File: config.mk
export PLATFORM = sky130hd
export DESIGN_NAME = reg_writeback
export DESIGN_NICKNAME = d
export VERILOG_FILES = /design/src/rtl/reg_writeback.sv
export SDC_FILE = /design/constraint.sdc
export NUM_CORES = 1
export LEC_CHECK = 0
export ABC_AREA = 0
export BUFFER_PORTS_ARGS = -buffer_cell sky130_fd_sc_hd__clkbuf_2
export CORE_MARGIN = 2
export CORE_UTILIZATION = 40
export CTS_CLUSTER_DIAMETER = 80
export DETAILED_ROUTE_END_ITERATION = 7
export PLACE_DENSITY = 0.65
export SYNTH_ARGS = -nofsm -noshare
export SYNTH_HDL_FRONTEND = slang
export SYNTH_SLANG_ARGS = --single-unit
File: constraint.sdc
create_clock -name cpu_clk -period 3.3 [get_ports cpu_clk]
set_input_delay 0.33 -clock cpu_clk [delete_from_list [all_inputs] [get_ports cpu_clk]]
set_output_delay 0.33 -clock cpu_clk [all_outputs]
set_load 0.02 [all_outputs]
File: src/rtl/reg_writeback.sv
// Write-side sequencer for the 15-entry register file: buffers producer write
// requests in a FIFO and issues one src_w/val write per cycle, splitting SP
// writes into sp_low/sp_high. Optional forwarding lookup: define HAZARD_FWD_EN.
module reg_writeback #(
  parameter int DEPTH  = 4,
  parameter int DATA_W = 16
) (
  input  logic                         cpu_clk,
  input  logic                         cpu_rst_n,
  input  logic                         req_valid,
  output logic                         req_ready,
  input  logic [3:0]                   req_dst,
  input  logic [2*DATA_W-1:0]          req_data,
  input  logic                         req_wide,
  output logic                         we,
  output logic [3:0]                   src_w,
  output logic [DATA_W-1:0]            val,
  output logic                         busy,
  output logic [$clog2(DEPTH+1)-1:0]   count,
  output logic                         err_wide
`ifdef HAZARD_FWD_EN
  ,
  input  logic [3:0]                   fwd_addr,
  output logic                         fwd_hit,
  output logic [DATA_W-1:0]            fwd_data
`endif
);

  localparam int CNT_W = $clog2(DEPTH + 1);
  localparam int PTR_W = $clog2(DEPTH);
  localparam logic [3:0] SP_LO = 4'hE;
  localparam logic [3:0] SP_HI = 4'hF;

  typedef enum logic [1:0] {IDLE, WR_LO, WR_HI} state_t;

  typedef struct packed {
    logic [3:0]          dst;
    logic                wide;  // legal SP write: dst is sp_low
    logic [2*DATA_W-1:0] data;
  } entry_t;

  entry_t              mem_q [DEPTH];
  entry_t              wr_entry;
  entry_t              head;
  logic [PTR_W-1:0]    wr_ptr_q, rd_ptr_q;
  logic [CNT_W-1:0]    count_q, count_d;
  state_t              state_q, state_d;
  logic                we_q, we_d;
  logic [3:0]          src_w_q, src_w_d;
  logic [DATA_W-1:0]   val_q, val_d;
  logic [DATA_W-1:0]   hi_q, hi_d;
  logic                err_wide_q, err_wide_d;
  logic                full, empty, accept, push, pop;

  assign full      = (count_q == CNT_W'(DEPTH));
  assign empty     = (count_q == '0);
  assign req_ready = !full;
  assign accept    = req_valid && req_ready;
  assign push      = accept && (req_dst != 4'h0);
  // The head is popped only from registered occupancy, so a fresh entry never bypasses.
  assign pop       = (state_q != WR_HI) && !empty;
  assign head      = mem_q[rd_ptr_q];

  assign wr_entry = '{dst: req_dst, wide: req_wide && (req_dst == SP_LO), data: req_data};

  assign err_wide_d = err_wide_q | (push && req_wide && (req_dst != SP_LO));

  always_comb begin
    count_d = count_q;
    case ({push, pop})
      2'b10:   count_d = count_q + CNT_W'(1);
      2'b01:   count_d = count_q - CNT_W'(1);
      default: count_d = count_q;
    endcase
  end

  // NOTE: every signal written in an always_comb gets a default first, otherwise a latch is inferred.
  always_comb begin
    state_d = state_q;
    we_d    = 1'b0;
    src_w_d = 4'h0;
    val_d   = val_q;
    hi_d    = hi_q;
    case (state_q)
      WR_HI: begin
        we_d    = 1'b1;
        src_w_d = SP_HI;
        val_d   = hi_q;
        state_d = empty ? IDLE : WR_LO;
      end
      default: begin
        if (pop) begin
          we_d    = 1'b1;
          src_w_d = head.dst;
          val_d   = head.data[DATA_W-1:0];
          hi_d    = head.data[2*DATA_W-1:DATA_W];
          state_d = head.wide ? WR_HI : WR_LO;
        end else begin
          state_d = IDLE;
        end
      end
    endcase
  end

  // NOTE: sequential state uses non-blocking assignments so every register samples pre-edge values.
  always_ff @(posedge cpu_clk or negedge cpu_rst_n) begin
    if (!cpu_rst_n) begin
      wr_ptr_q   <= '0;
      rd_ptr_q   <= '0;
      count_q    <= '0;
      state_q    <= IDLE;
      we_q       <= 1'b0;
      src_w_q    <= 4'h0;
      val_q      <= '0;
      hi_q       <= '0;
      err_wide_q <= 1'b0;
    end else begin
      if (push) wr_ptr_q <= wr_ptr_q + PTR_W'(1);
      if (pop)  rd_ptr_q <= rd_ptr_q + PTR_W'(1);
      count_q    <= count_d;
      state_q    <= state_d;
      we_q       <= we_d;
      src_w_q    <= src_w_d;
      val_q      <= val_d;
      hi_q       <= hi_d;
      err_wide_q <= err_wide_d;
    end
  end

  // NOTE: storage array has no reset; occupancy and pointers alone decide which entries are live.
  always_ff @(posedge cpu_clk) begin
    if (push) mem_q[wr_ptr_q] <= wr_entry;
  end

  assign we       = we_q;
  assign src_w    = src_w_q;
  assign val      = val_q;
  assign count    = count_q;
  assign err_wide = err_wide_q;
  assign busy     = !empty || we_q || (state_q != IDLE);

`ifdef HAZARD_FWD_EN
  // Oldest candidate first so that newer matches override: pending sp_high, then head..tail.
  always_comb begin
    fwd_hit  = 1'b0;
    fwd_data = '0;
    if (fwd_addr != 4'h0) begin
      if ((state_q == WR_HI) && (fwd_addr == SP_HI)) begin
        fwd_hit  = 1'b1;
        fwd_data = hi_q;
      end
      for (int i = 0; i < DEPTH; i++) begin
        if (CNT_W'(i) < count_q) begin
          if (mem_q[rd_ptr_q + PTR_W'(i)].dst == fwd_addr) begin
            fwd_hit  = 1'b1;
            fwd_data = mem_q[rd_ptr_q + PTR_W'(i)].data[DATA_W-1:0];
          end else if (mem_q[rd_ptr_q + PTR_W'(i)].wide && (fwd_addr == SP_HI)) begin
            fwd_hit  = 1'b1;
            fwd_data = mem_q[rd_ptr_q + PTR_W'(i)].data[2*DATA_W-1:DATA_W];
          end
        end
      end
    end
  end
`endif

endmodule

# Yosys cells after proc, flatten, opt, wreduce, memory -nomap -nowiden
# Memory sizes are Yosys's and may differ from the RTL's.
# Cells that the tools add are included.
# classes
add_sub_neg	4
mul	0
n_div	0
magnitude_cmp	0
n_eq_ne	7
n_shift	0
n_mux	13
n_bitwise	2
n_reduce_logical	16
# ops
cell	count
$mux 16	2
$mux 4	2
$logic_and 1x1->1	6
$mux 2	3
$pmux 3 s2	1
$reduce_bool 2->1	3
$mux 1	5
$add 2x1->2 const B	2
$eq 2x2->1 const B	2
$eq 4x4->1 const B	1
$ne 4x4->1 const B	1
$reduce_bool 4->1	1
$add 3x1->3 const B	1
$eq 3x3->1 const B	1
$logic_not 3->1	1
$sub 3x1->3 const B	1
$eq 2x1->1 const B	1
$logic_not 1->1	2
$logic_or 1x1->1	2
$ne 2x2->1 const B	1
$reduce_and 2->1	1
$not 1->1	1
$or 1x1->1	1
# totals
regBits	47
latch_bits	0
ramBits	148
romBits	0
output_inout_bits	27
word_cells	52
n_memories	1
# memory_table
memory	words	word_bits	read_ports	rd_ports_with_merged_regs	write_ports	line_no	source
mem_q	4	37	1	0	1	42	entry_t mem_q [DEPTH];

# Longest topological paths before layout
# Gate-level depths: netlist (run 1).
# depth
ltp_word	7
ltp_mapped	11
mapped_depth_nobuf	9

# Worst setup path before layout (run 1)
# OpenSTA, ideal clock, no wires.
# synth_path
kind	flip-flop to flip-flop
start	reg count_q[2], in the netlist count[2]
end	mem mem_q[0][0] (netlist bit) (enable)
setup_ps	398
t_arrival_ps	2139
required_time_ps	2902
setup_slack_ps	763
path_stages_with_launch	5
n_path_buf	1
path_cell_list	dfrtp_1 or3b_1 and3_1 clkbuf_1 and2_1
# synth_via
elab_chain_cells	6
# synth_lines
element	line_no	source
from (decl)	46	logic [CNT_W-1:0] count_q, count_d;
from (signal assigned)	120	count_q <= count_d;
$eq 3x3->1	55	assign full = (count_q == CNT_W'(DEPTH));
$logic_not 1->1	57	assign req_ready = !full;
via req_ready	11	output logic req_ready,
$logic_and 1x1->1	58	assign accept = req_valid && req_ready;
$logic_and 1x1->1	59	assign push = accept && (req_dst != 4'h0);
$mux 1	132	if (push) mem_q[wr_ptr_q] <= wr_entry;
$mux 1 (not written as such)	132	
to (decl)	42	
# The timed path passes the listed nets, and every way through them passes these cells.

# Final worst setup path (run 1)
# layout_path
start	reg count_q[1], in the netlist count[1]
end	out busy
# layout_via
elab_chain_cells	4
# layout_lines
element	line_no	source
$logic_not 3->1	56	assign empty = (count_q == '0);
$logic_not 1->1	140	assign busy = !empty || we_q || (state_q != IDLE);
$logic_or 1x1->1 (2 in series)	140	
to (decl)	18	output logic busy,
# Every way passes these cells.

==> metrics.md, run 1 <==
| Metric | Value |
|---|---|
| Run status | `finished, final reports clean` |
| H-tree depth | `4` |
| Min Hold Slack | `0.0177 ns` |
| Leading cell type in the layout, fill and taps excluded | `edfxtp_1` |
| CP required | `2.97 ns` |
| Fmax | `394 MHz` |
| Type of origin of the critical path | `register` |
| Final HPWL DP | `8650 um` |
| EDFF count, synth | `148` |
| Chip height | `140 um` |
| Slew Limit Fails | `0` |
| Yosys warnings | `0` |
| Clock-pin slew on the worst setup and hold paths | `0.07 ns` |
| CTS tree | `built` |
| Reg2reg start | `count[0]` |
| TritonRoute pass-1 iters | `4` |
| Mapped Cells | `381` |
| Area Growth Syn to Fin | `16.5%` |
| Async set or reset register ratio after synthesis | `24.1%` |
| Worst slew pin tran | `1.07 ns` |
| Commonest cells after routing, fill and taps aside | `edfxtp_1, clkbuf_2, dfrtp_1` |
| Antenna-violating nets left | `0` |
| Final setup fails | `0` |
| WS Path Type | `register to output port` |
| Crit path DAT | `2.21 ns` |
| Worst vdd ir | `0.745 mV` |
| # nets final | `498` |
| Leak pwr | `0.00318 uW` |
| CTS sink count | `195` |
| CP endpoint kind | `output port` |
| Max_cap viols | `0` |
| Worst slack at placement | `0.822 ns` |
| Initial antenna violation count | `0` |
| ANT cells | `0` |
| Reg2Reg Setup Slack | `0.92 ns` |
| Later-pin clock latency in the skew report | `0.43 ns` |
| Largest net degree at the start of global routing | `41` |
| Share of cells above drive strength 1 | `35.1%` |
| Vias | `3568` |
| PnR worst setup slack | `0.763 ns` |
| Final hold vios | `0` |
| CP Max Fanout | `23` |
| Most used DFF post-synth | `edfxtp_1` |
| Placeable Area | `18000 um2` |
| RR Endpoint | `count[2]` |
| Syn avg cell area | `19.4 um2` |
| Sequential-to-total area share from yosys stat | `76.0%` |
| Worst-case reg-to-reg path depth | `9` |
| Count of cell types in the netlist | `30` |
| Die area | `19600 um2` |
| Fin cells | `694` |
| Num CTS Buffers | `17` |
| Placed insts | `662` |
| Rows | `49` |
| Post-cts resize count | `0` |
| Initial cell density of the core | `41.0%` |
| Iter 0 DRT Violations | `294` |
| WL per Instance | `20.9 um` |
| Port buffer count | `66` |
| Vias/cell | `5.14` |
| Crit share post-route | `76.9%` |
| Hold crit path type | `input port to async pin` |
| Drt total wl | `14500 um` |
| Util after Layout | `47.8%` |
| Setup Buffers After CTS | `0` |
| Top Ports | `67` |
| Synthesized net count | `427` |
| Unrepaired setup endpoints after global routing | `no` |
| Root buffer cell | `clkbuf_16` |
| Setup Total Neg Slack | `0 ns` |
| Synth Cell Area | `7390 um2` |
| Skew final | `0.00446 ns` |
| Gpl congestion | `0.688` |
| Die W | `140 um` |
| DRC | `0` |
| Minimum clock period | `2.54 ns` |
| PwrDens | `971 nW/um2` |
| Post-synthesis register bit count | `195` |
| Rel. slew slack | `28.6%` |
| Total Routing Usage GR | `15.8%` |
| Vias in the first global route | `3930` |
| Max Root-Sink Buffers | `2` |
| Overflow after GRT | `0` |
| # hold bufs at CTS | `0` |
| First-pass GRT wire length | `22900 um` |
## stage by stage
step | total power, uW | instance area (um2)
floorplan | 5480 | 7390
detailed placement | 6270 | 7980
finish | 8370 | 8610
CTS | 8480 | 8610
global placement | 6180 | 7980
global route | 8820 | 8610
## routing by layer
metal | global-route usage [%] | up-vias | wire length (um)
li1 | - | 1615 | -
met1 | 21.5 | 1867 | 6370
met2 | 24.6 | 75 | 7320
met3 | 4.17 | 11 | 656
met4 | 5.89 | 0 | 144
met5 | 0 | - | 0
## cells in the mapped netlist (3+ instances only)
cell type	n	share of area (%)
a31oi_1	16	1.4
inv_1	7	0.36
mux4_2	37	11
clkbuf_1	11	0.56
xnor2_1	3	0.36
and2_1	4	0.34
buf_2	5	0.34
xor2_1	3	0.36
edfxtp_1	148	60
mux2_2	9	1.4
ha_1	5	0.85
mux2_4	8	1.6
nor2_1	18	0.91
nand2_1	41	2.1
dfrtp_1	47	16
## worst max-delay path by stage
| stage | start | endpoint | slack, ns |
|---|---|---|---|
| 6_report | count[1] | busy | 0.76 |
| 5_1_grt | count[1] | busy | 0.68 |
| 4_1_cts | count[1] | busy | 0.74 |
| 3_5_place_dp | req_dst[1] | count[2] | 0.82 |
| 3_3_place_gp | req_dst[1] | count[2] | 0.90 |
| 2_1_floorplan | count[2] | mem_q[0][0] | 0.76 |
## worst max-delay path, cell delays in order (launching register included)
cell and delay [ns]:
dfrtp_1 0.42, or3_1 0.41, buf_4 0.24, or4_1 0.50
clkbuf_2 0.19
## flip-flops by register name, indices dropped and copies added (netlist names)
signal / cells
mem_q: 148
wr_ptr_q: 2
rd_ptr_q: 2
err_wide: 1
src_w: 4
hi_q: 16
count: 3
val: 16
state_q: 2
we: 1
## report_power, final
group | total (uW) | internal [uW] | switching [uW]
combinational | 2470 | 1140 | 1320
sequential | 3690 | 3350 | 340
clock | 2210 | 1360 | 851
## cell type report
type                    instances  area (um2)
clock inverters                11         183
clock buffers                  21         450
inverters                       7        26.3
multi-input cells             159        1650
repair buffers                 72         400
flip-flops and latches        195        5620
well taps                     229         287
fillers                      1536        9410
## logic make-up after synthesis
| group | Yosys count | share of synthesized area [%] |
|---|---|---|
| multiplexers | 55 | 14.4 |
| AND/OR/NAND/NOR | 74 | 4.43 |
| XOR/XNOR | 6 | 0.711 |
| AO/OA/AOI/OAI | 18 | 1.54 |
| adder cells (fa/ha/maj) | 6 | 1.12 |
| buffers and inverters | 27 | 1.76 |
| flip-flops | 195 | 76.0 |
(Power assumes the default switching activity.)
==> inputs of run 2 (changes only) <==
- clock period: 3.3 -> 2.53 ns (I/O delays scaled with it)
==> metrics.md, run 2 (synthesis gave the netlist of run 1 again) <==
| Metric | Value |
|---|---|
| Run status | `finished, final reports clean` |
| Hold EP | `mem_q[1][7]` |
| Fmax | `409 MHz` |
| Top Ports | `67 (unchanged)` |
| Minimum clock period | `2.45 ns` |
| Slew Limit Fails | `0 (unchanged)` |
| RR Endpoint | `count[2]` |
| Max_cap viols | `0 (unchanged)` |
| CTS sink count | `195 (unchanged)` |
| Max reg flops | `148 (unchanged)` |
| Later-pin clock latency in the skew report | `0.43 ns (about the same)` |
| Root buffer cell | `clkbuf_16` |
| # nets final | `502 (+0.80%)` |
| Initial cell density of the core | `41.0% (unchanged)` |
| Commonest cells after routing, fill and taps aside | `edfxtp_1, clkbuf_2, dfrtp_1` |
| Drt total wl | `14000 um (-3.5%)` |
| Final Cell Area | `8610 um2 (about the same)` |
| Pint | `7510 uW (+28%)` |
| Iter 0 DRT Violations | `234 (-20%)` |
| Fin cells | `698 (+0.58%)` |
| Sequential fraction of design power | `43.7% (-0.4 points)` |
| Worst path cell trace | `or3_1 > buf_6 > or4_1 > clkbuf_2` |
| Antenna-violating nets left | `0 (unchanged)` |
| Port buffer count | `66 (unchanged)` |
| Initial antenna violation count | `0 (unchanged)` |
| Unrepaired setup endpoints after global routing | `no` |
| Reg2reg start | `count[0]` |
| Leading cell type in the layout, fill and taps excluded | `edfxtp_1` |
| Area Growth Syn to Fin | `16.5% (about the same)` |
| Buf/Inv on CP | `2 (unchanged)` |
| Final HPWL DP | `8540 um (-1.2%)` |
| CP endpoint kind | `output port` |
| Rows | `49 (unchanged)` |
| Comb power frac | `30.6% (+1.1 points)` |
| Clock-pin slew on the worst setup and hold paths | `0.06 ns (about the same)` |
| WL per Instance | `20.0 um (-4.1%)` |
| Hold path startpoint | `req_data[7]` |
| TritonRoute pass-1 iters | `4 (unchanged)` |
| Max stage delay on crit path | `0.49 ns (about the same)` |
| Total Routing Usage GR | `14.9% (-0.81 points)` |
| CP required | `2.28 ns (-0.69 ns)` |
| Largest net degree at the start of global routing | `41 (unchanged)` |
| Overflow after GRT | `0 (unchanged)` |
| Worst Hold Depth | `1` |
| H-tree depth | `4 (unchanged)` |
| Skew final | `0.00703 ns (+0.00257 ns)` |
| Worst vdd ir | `0.719 mV (-3.5%)` |
| Crit share post-route | `96.7%` |
| Placeable Area | `18000 um2 (unchanged)` |
| CTS tree | `built` |
| Setup Total Neg Slack | `0 ns (unchanged)` |
| Crit path max-delay family | `simple AND/OR/NAND/NOR gates` |
| Setup Buffers After CTS | `0 (unchanged)` |
| Final hold vios | `0 (unchanged)` |
| Vias/cell | `5.17 (+0.65%)` |
| CP Max Fanout | `23 (unchanged)` |
| Final setup fails | `0 (unchanged)` |
| Type of origin of the critical path | `register` |
| Hold crit path type | `input port to register` |
| DRC | `0 (unchanged)` |
| Area post-placement | `7980 um2 (about the same)` |
| Pwr Total | `10800 uW (+29%)` |
| Register bank with the most flops | `mem_q` |
| Vias | `3612 (+1.2%)` |
| First-pass GRT wire length | `21600 um (-6.0%)` |
| WS Path Type | `register to output port` |
| Reg2Reg Setup Slack | `0.25 ns (-0.67 ns)` |
| Placed insts | `665 (+0.45%)` |
| Clock share of power | `25.7% (-0.7 points)` |
| NetSw | `3300 uW (+31%)` |
| ANT cells | `0 (unchanged)` |
| Leak pwr | `0.00318 uW (about the same)` |
| Die area | `19600 um2 (unchanged)` |
| Crit path DAT | `2.19 ns (-0.02 ns)` |
| Share of cells above drive strength 1 | `35.2% (+0.13 points)` |
| Num CTS Buffers | `17 (unchanged)` |
| Switching share of total power | `30.6% (+0.51 points)` |
| Worst slew pin tran | `1.05 ns (-0.0242 ns)` |
| Die W | `140 um (unchanged)` |
| Fillers | `1512 (-1.6%)` |
| Max Root-Sink Buffers | `2 (unchanged)` |
| Vias in the first global route | `3909 (-0.53%)` |
| Gpl congestion | `0.757 (+10%)` |
| Chip height | `140 um (unchanged)` |
| PwrDens | `1260 nW/um2 (+29%)` |
| Rel. slew slack | `30.2% (+1.6 points)` |
| CP max stage cell | `or4_1` |
| Worst-case reg-to-reg path depth | `8 (-1)` |
==> run 2: power groups by stage <==
stage	clock, uW	combinational, uW	sequential [uW]
after floorplan	0	2240	4900
after global placement	0	3290	4740
after detailed placement	0	3350	4790
after CTS	2810	3370	4740
after global routing	2930	3590	4800
final	2780	3310	4730
==> run 2: layout make-up <==
cell class,count,area (um2),area share [%]
Clock buffer,19,433,5.03
Clock inverter,13,184,2.14
Inverter,7,26.3,0.305
Multi-Input combinational cell,159,1650,19.1
Sequential cell,195,5620,65.3
Tap cell,229,287,3.33
Timing Repair Buffer,76,412,4.78
==> run 2: how the worst max path moves through the flow <==
stage | startpoint | to | cells after the start
floorplan | count[2] | count[2] | 10
global placement | req_dst[1] | count[2] | 10
detailed placement | req_dst[1] | count[2] | 10
CTS | count[1] | busy | 4
finish | count[1] | busy | 4
global route | count[1] | busy | 4
==> run 2: worst register-to-register path, cell delays in order, from the launching register on <==
cell and delay, ns:
dfrtp_1 0.46, or3_1 0.19, and2_4 0.38, ha_1 0.27, inv_1 0.06, fa_1 0.38
xor2_1 0.17, nor2_1 0.11, xor2_1 0.16
==> run 2: what timing repair did <==
action                     CTS  global route
hold endpoints to repair    28             0
resized for setup            0             1
hold buffers                 1             0
setup endpoints to repair    0             1
==> run 2: stage by stage <==
stage / worst slack (ns) / utilization [%] / hold slack (ns)
global placement: 0.271 / 44.3 / 0.352
global route: 0.0219 / 47.8 / 0.0307
floorplan: 0.0632 / - / -0.0426
finish: 0.0844 / 47.8 / 0.0385
detailed placement: 0.187 / 44.3 / 0.368
CTS: 0.0158 / 47.7 / 0.0218
==> run 2: layer usage <==
| metal | wire [um] | track usage [%] | vias up |
|---|---|---|---|
| li1 | - | - | 1621 |
| met1 | 6150 | 19.3 | 1907 |
| met2 | 7000 | 24.5 | 68 |
| met3 | 583 | 3.83 | 16 |
| met4 | 250 | 5.89 | 0 |
| met5 | 0 | 0 | - |
==> inputs of run 3 (changes only) <==
- PLACE_DENSITY: 0.65 -> not set
- clock period: 2.53 -> 2.65 ns (I/O delays scaled with it)
==> metrics.md, run 3 (synthesis gave the netlist of run 1 again) <==
| Metric | Value |
|---|---|
| Run status | `finished, final reports clean` |
| Rows | `49 (unchanged)` |
| Initial cell density of the core | `41.0% (unchanged)` |
| Area post-placement | `7980 um2 (about the same)` |
| Later-pin clock latency in the skew report | `0.43 ns (about the same)` |
| ANT cells | `0 (unchanged)` |
| Slew Limit Fails | `0 (unchanged)` |
| Final HPWL DP | `8500 um (-0.48%)` |
| Worst vdd ir | `0.750 mV (+4.3%)` |
| Final Cell Area | `8600 um2 (-0.12%)` |
| Worst slack at placement | `0.219 ns (+0.0323 ns)` |
| Initial antenna violation count | `0 (unchanged)` |
| Largest net degree at the start of global routing | `41 (unchanged)` |
| Fmax | `409 MHz` |
| Setup Buffers After CTS | `0 (unchanged)` |
| WL per Instance | `20.1 um (+0.55%)` |
| Minimum clock period | `2.45 ns` |
| Vias/cell | `5.18 (about the same)` |
| PwrDens | `1190 nW/um2 (-5.0%)` |
| CP required | `2.38 ns (+0.10 ns)` |
| Die area | `19600 um2 (unchanged)` |
| Total Routing Usage GR | `15.4% (+0.46 points)` |
| Root buffer cell | `clkbuf_16` |
| Chip height | `140 um (unchanged)` |
| Placeable Area | `18000 um2 (unchanged)` |
| H-tree depth | `4 (unchanged)` |
| CTS tree | `built` |
| Pwr Total | `10300 uW (-5.1%)` |
| First-pass GRT wire length | `22400 um (+3.8%)` |
| Iter 0 DRT Violations | `310 (+32%)` |
| CTS sink count | `195 (unchanged)` |
| Placed insts | `664 (-0.15%)` |
| Register bank with the most flops | `mem_q` |
| Drt total wl | `14000 um (+0.41%)` |
| DRC | `0 (unchanged)` |
| Unrepaired setup endpoints after global routing | `no` |
| Crit path DAT | `2.18 ns (about the same)` |
| Fillers | `1546 (+2.2%)` |
| Commonest cells after routing, fill and taps aside | `edfxtp_1, clkbuf_2, dfrtp_1` |
| WS Path Type | `register to output port` |
| Rel. slew slack | `25.3% (-4.9 points)` |
| Worst slew pin tran | `1.12 ns (+0.0734 ns)` |
| # nets final | `501 (-0.20%)` |
| Share of cells above drive strength 1 | `35.3% (+0.075 points)` |
| Buf/Inv on CP | `2 (unchanged)` |
| Post-cts resize count | `0 (unchanged)` |
| # hold bufs at CTS | `1 (unchanged)` |
| Vias in the first global route | `3871 (-0.97%)` |
| Vias | `3607 (-0.14%)` |
| Final hold vios | `0 (unchanged)` |
| CP endpoint kind | `output port` |
| Final setup fails | `0 (unchanged)` |
| Fin cells | `697 (-0.14%)` |
| Hold crit path type | `input port to register` |
| Die W | `140 um (unchanged)` |
| Gpl congestion | `0.715 (-5.6%)` |
| Area Growth Syn to Fin | `16.3%` |
| Crit path max-delay family | `simple AND/OR/NAND/NOR gates` |
| Leading cell type in the layout, fill and taps excluded | `edfxtp_1` |
| Worst path cell trace | `or3_1 > buf_4 > or4_1 > clkbuf_2` |
| TritonRoute pass-1 iters | `4 (unchanged)` |
| CP max stage cell | `or4_1` |
| Max reg flops | `148 (unchanged)` |
| Type of origin of the critical path | `register` |
| PnR worst setup slack | `0.204 ns (+0.120 ns)` |
| Antenna-violating nets left | `0 (unchanged)` |
| CP Max Fanout | `23 (unchanged)` |
| Clock-pin slew on the worst setup and hold paths | `0.06 ns (about the same)` |
| Num CTS Buffers | `17 (unchanged)` |
| Crit share post-route | `92.3%` |
| Skew final | `0.00540 ns (-0.00163 ns)` |
| Top Ports | `67 (unchanged)` |
| Max_cap viols | `0 (unchanged)` |
| Port buffer count | `66 (unchanged)` |
| Leak pwr | `0.00317 uW (-0.28%)` |
| Max Root-Sink Buffers | `2 (unchanged)` |
| Setup Total Neg Slack | `0 ns (unchanged)` |
| Max stage delay on crit path | `0.47 ns (-0.02 ns)` |
| Overflow after GRT | `0 (unchanged)` |
run 3: cell count changes in the layout (fill, tap and decap cells not counted):
cell | previous run | this run
buf_6 | 1 | 0
clkinv_2 | 1 | 3
clkinvlp_4 | 1 | 3
buf_4 | 8 | 7
bufinv_16 | 4 | 3
clkinv_4 | 4 | 0
clkinv_1 | 2 | 1
buf_12 | 0 | 1
inv_6 | 1 | 0
clkbuf_8 | 0 | 3
run 3: metrics by stage:
step                      utilization, %  hold slack [ns]
final                               47.7           0.0520
after global routing                47.7           0.0413
after CTS                           47.7           0.0326
after detailed placement            44.3            0.396
after global placement              44.3            0.387
after floorplan                        -          -0.0306
run 3: layout make-up:
| type | count | area [um2] | area share [%] |
|---|---|---|---|
| clock buffer | 22 | 474 | 5.51 |
| clock inverter | 10 | 131 | 1.53 |
| inverter | 7 | 26.3 | 0.306 |
| multi-input combinational | 159 | 1650 | 19.1 |
| sequential | 195 | 5620 | 65.4 |
| tap | 229 | 287 | 3.33 |
| timing repair buffer | 75 | 413 | 4.80 |
run 3: layer usage:
layer	routed length [um]	track usage, %
met1	6290	20.5
met2	7040	24.8
met3	512	4.34
met4	198	5.16
met5	0	0
run 3: worst paths after layout:
path	to	startpoint	depth (start not counted)	slack [ns]
setup / recovery	busy	count[1]	4	0.20
hold / removal	mem_q[2][10]	req_data[10]	1	0.05
setup reg to reg	count[2]	count[0]	9	0.31
hold reg to reg	err_wide	err_wide	1	0.48
max in group asynchronous	src_w[0]	cpu_rst_n	3	1.42
min in group asynchronous	val[7]	cpu_rst_n	2	0.45
run 3: worst reg2reg max path, cell delays in order, from the launching register on:
cell and delay, ns:
dfrtp_1 0.45, or3b_1 0.41, and3_1 0.27, inv_1 0.09
ha_1 0.17, inv_1 0.06, fa_1 0.38, xor2_1 0.17
nor2_1 0.11, xor2_1 0.15
run 3: power by group:
| group | internal (uW) | switching [uW] |
|---|---|---|
| combinational | 1430 | 1740 |
| clock | 1550 | 1030 |
| sequential | 4180 | 344 |
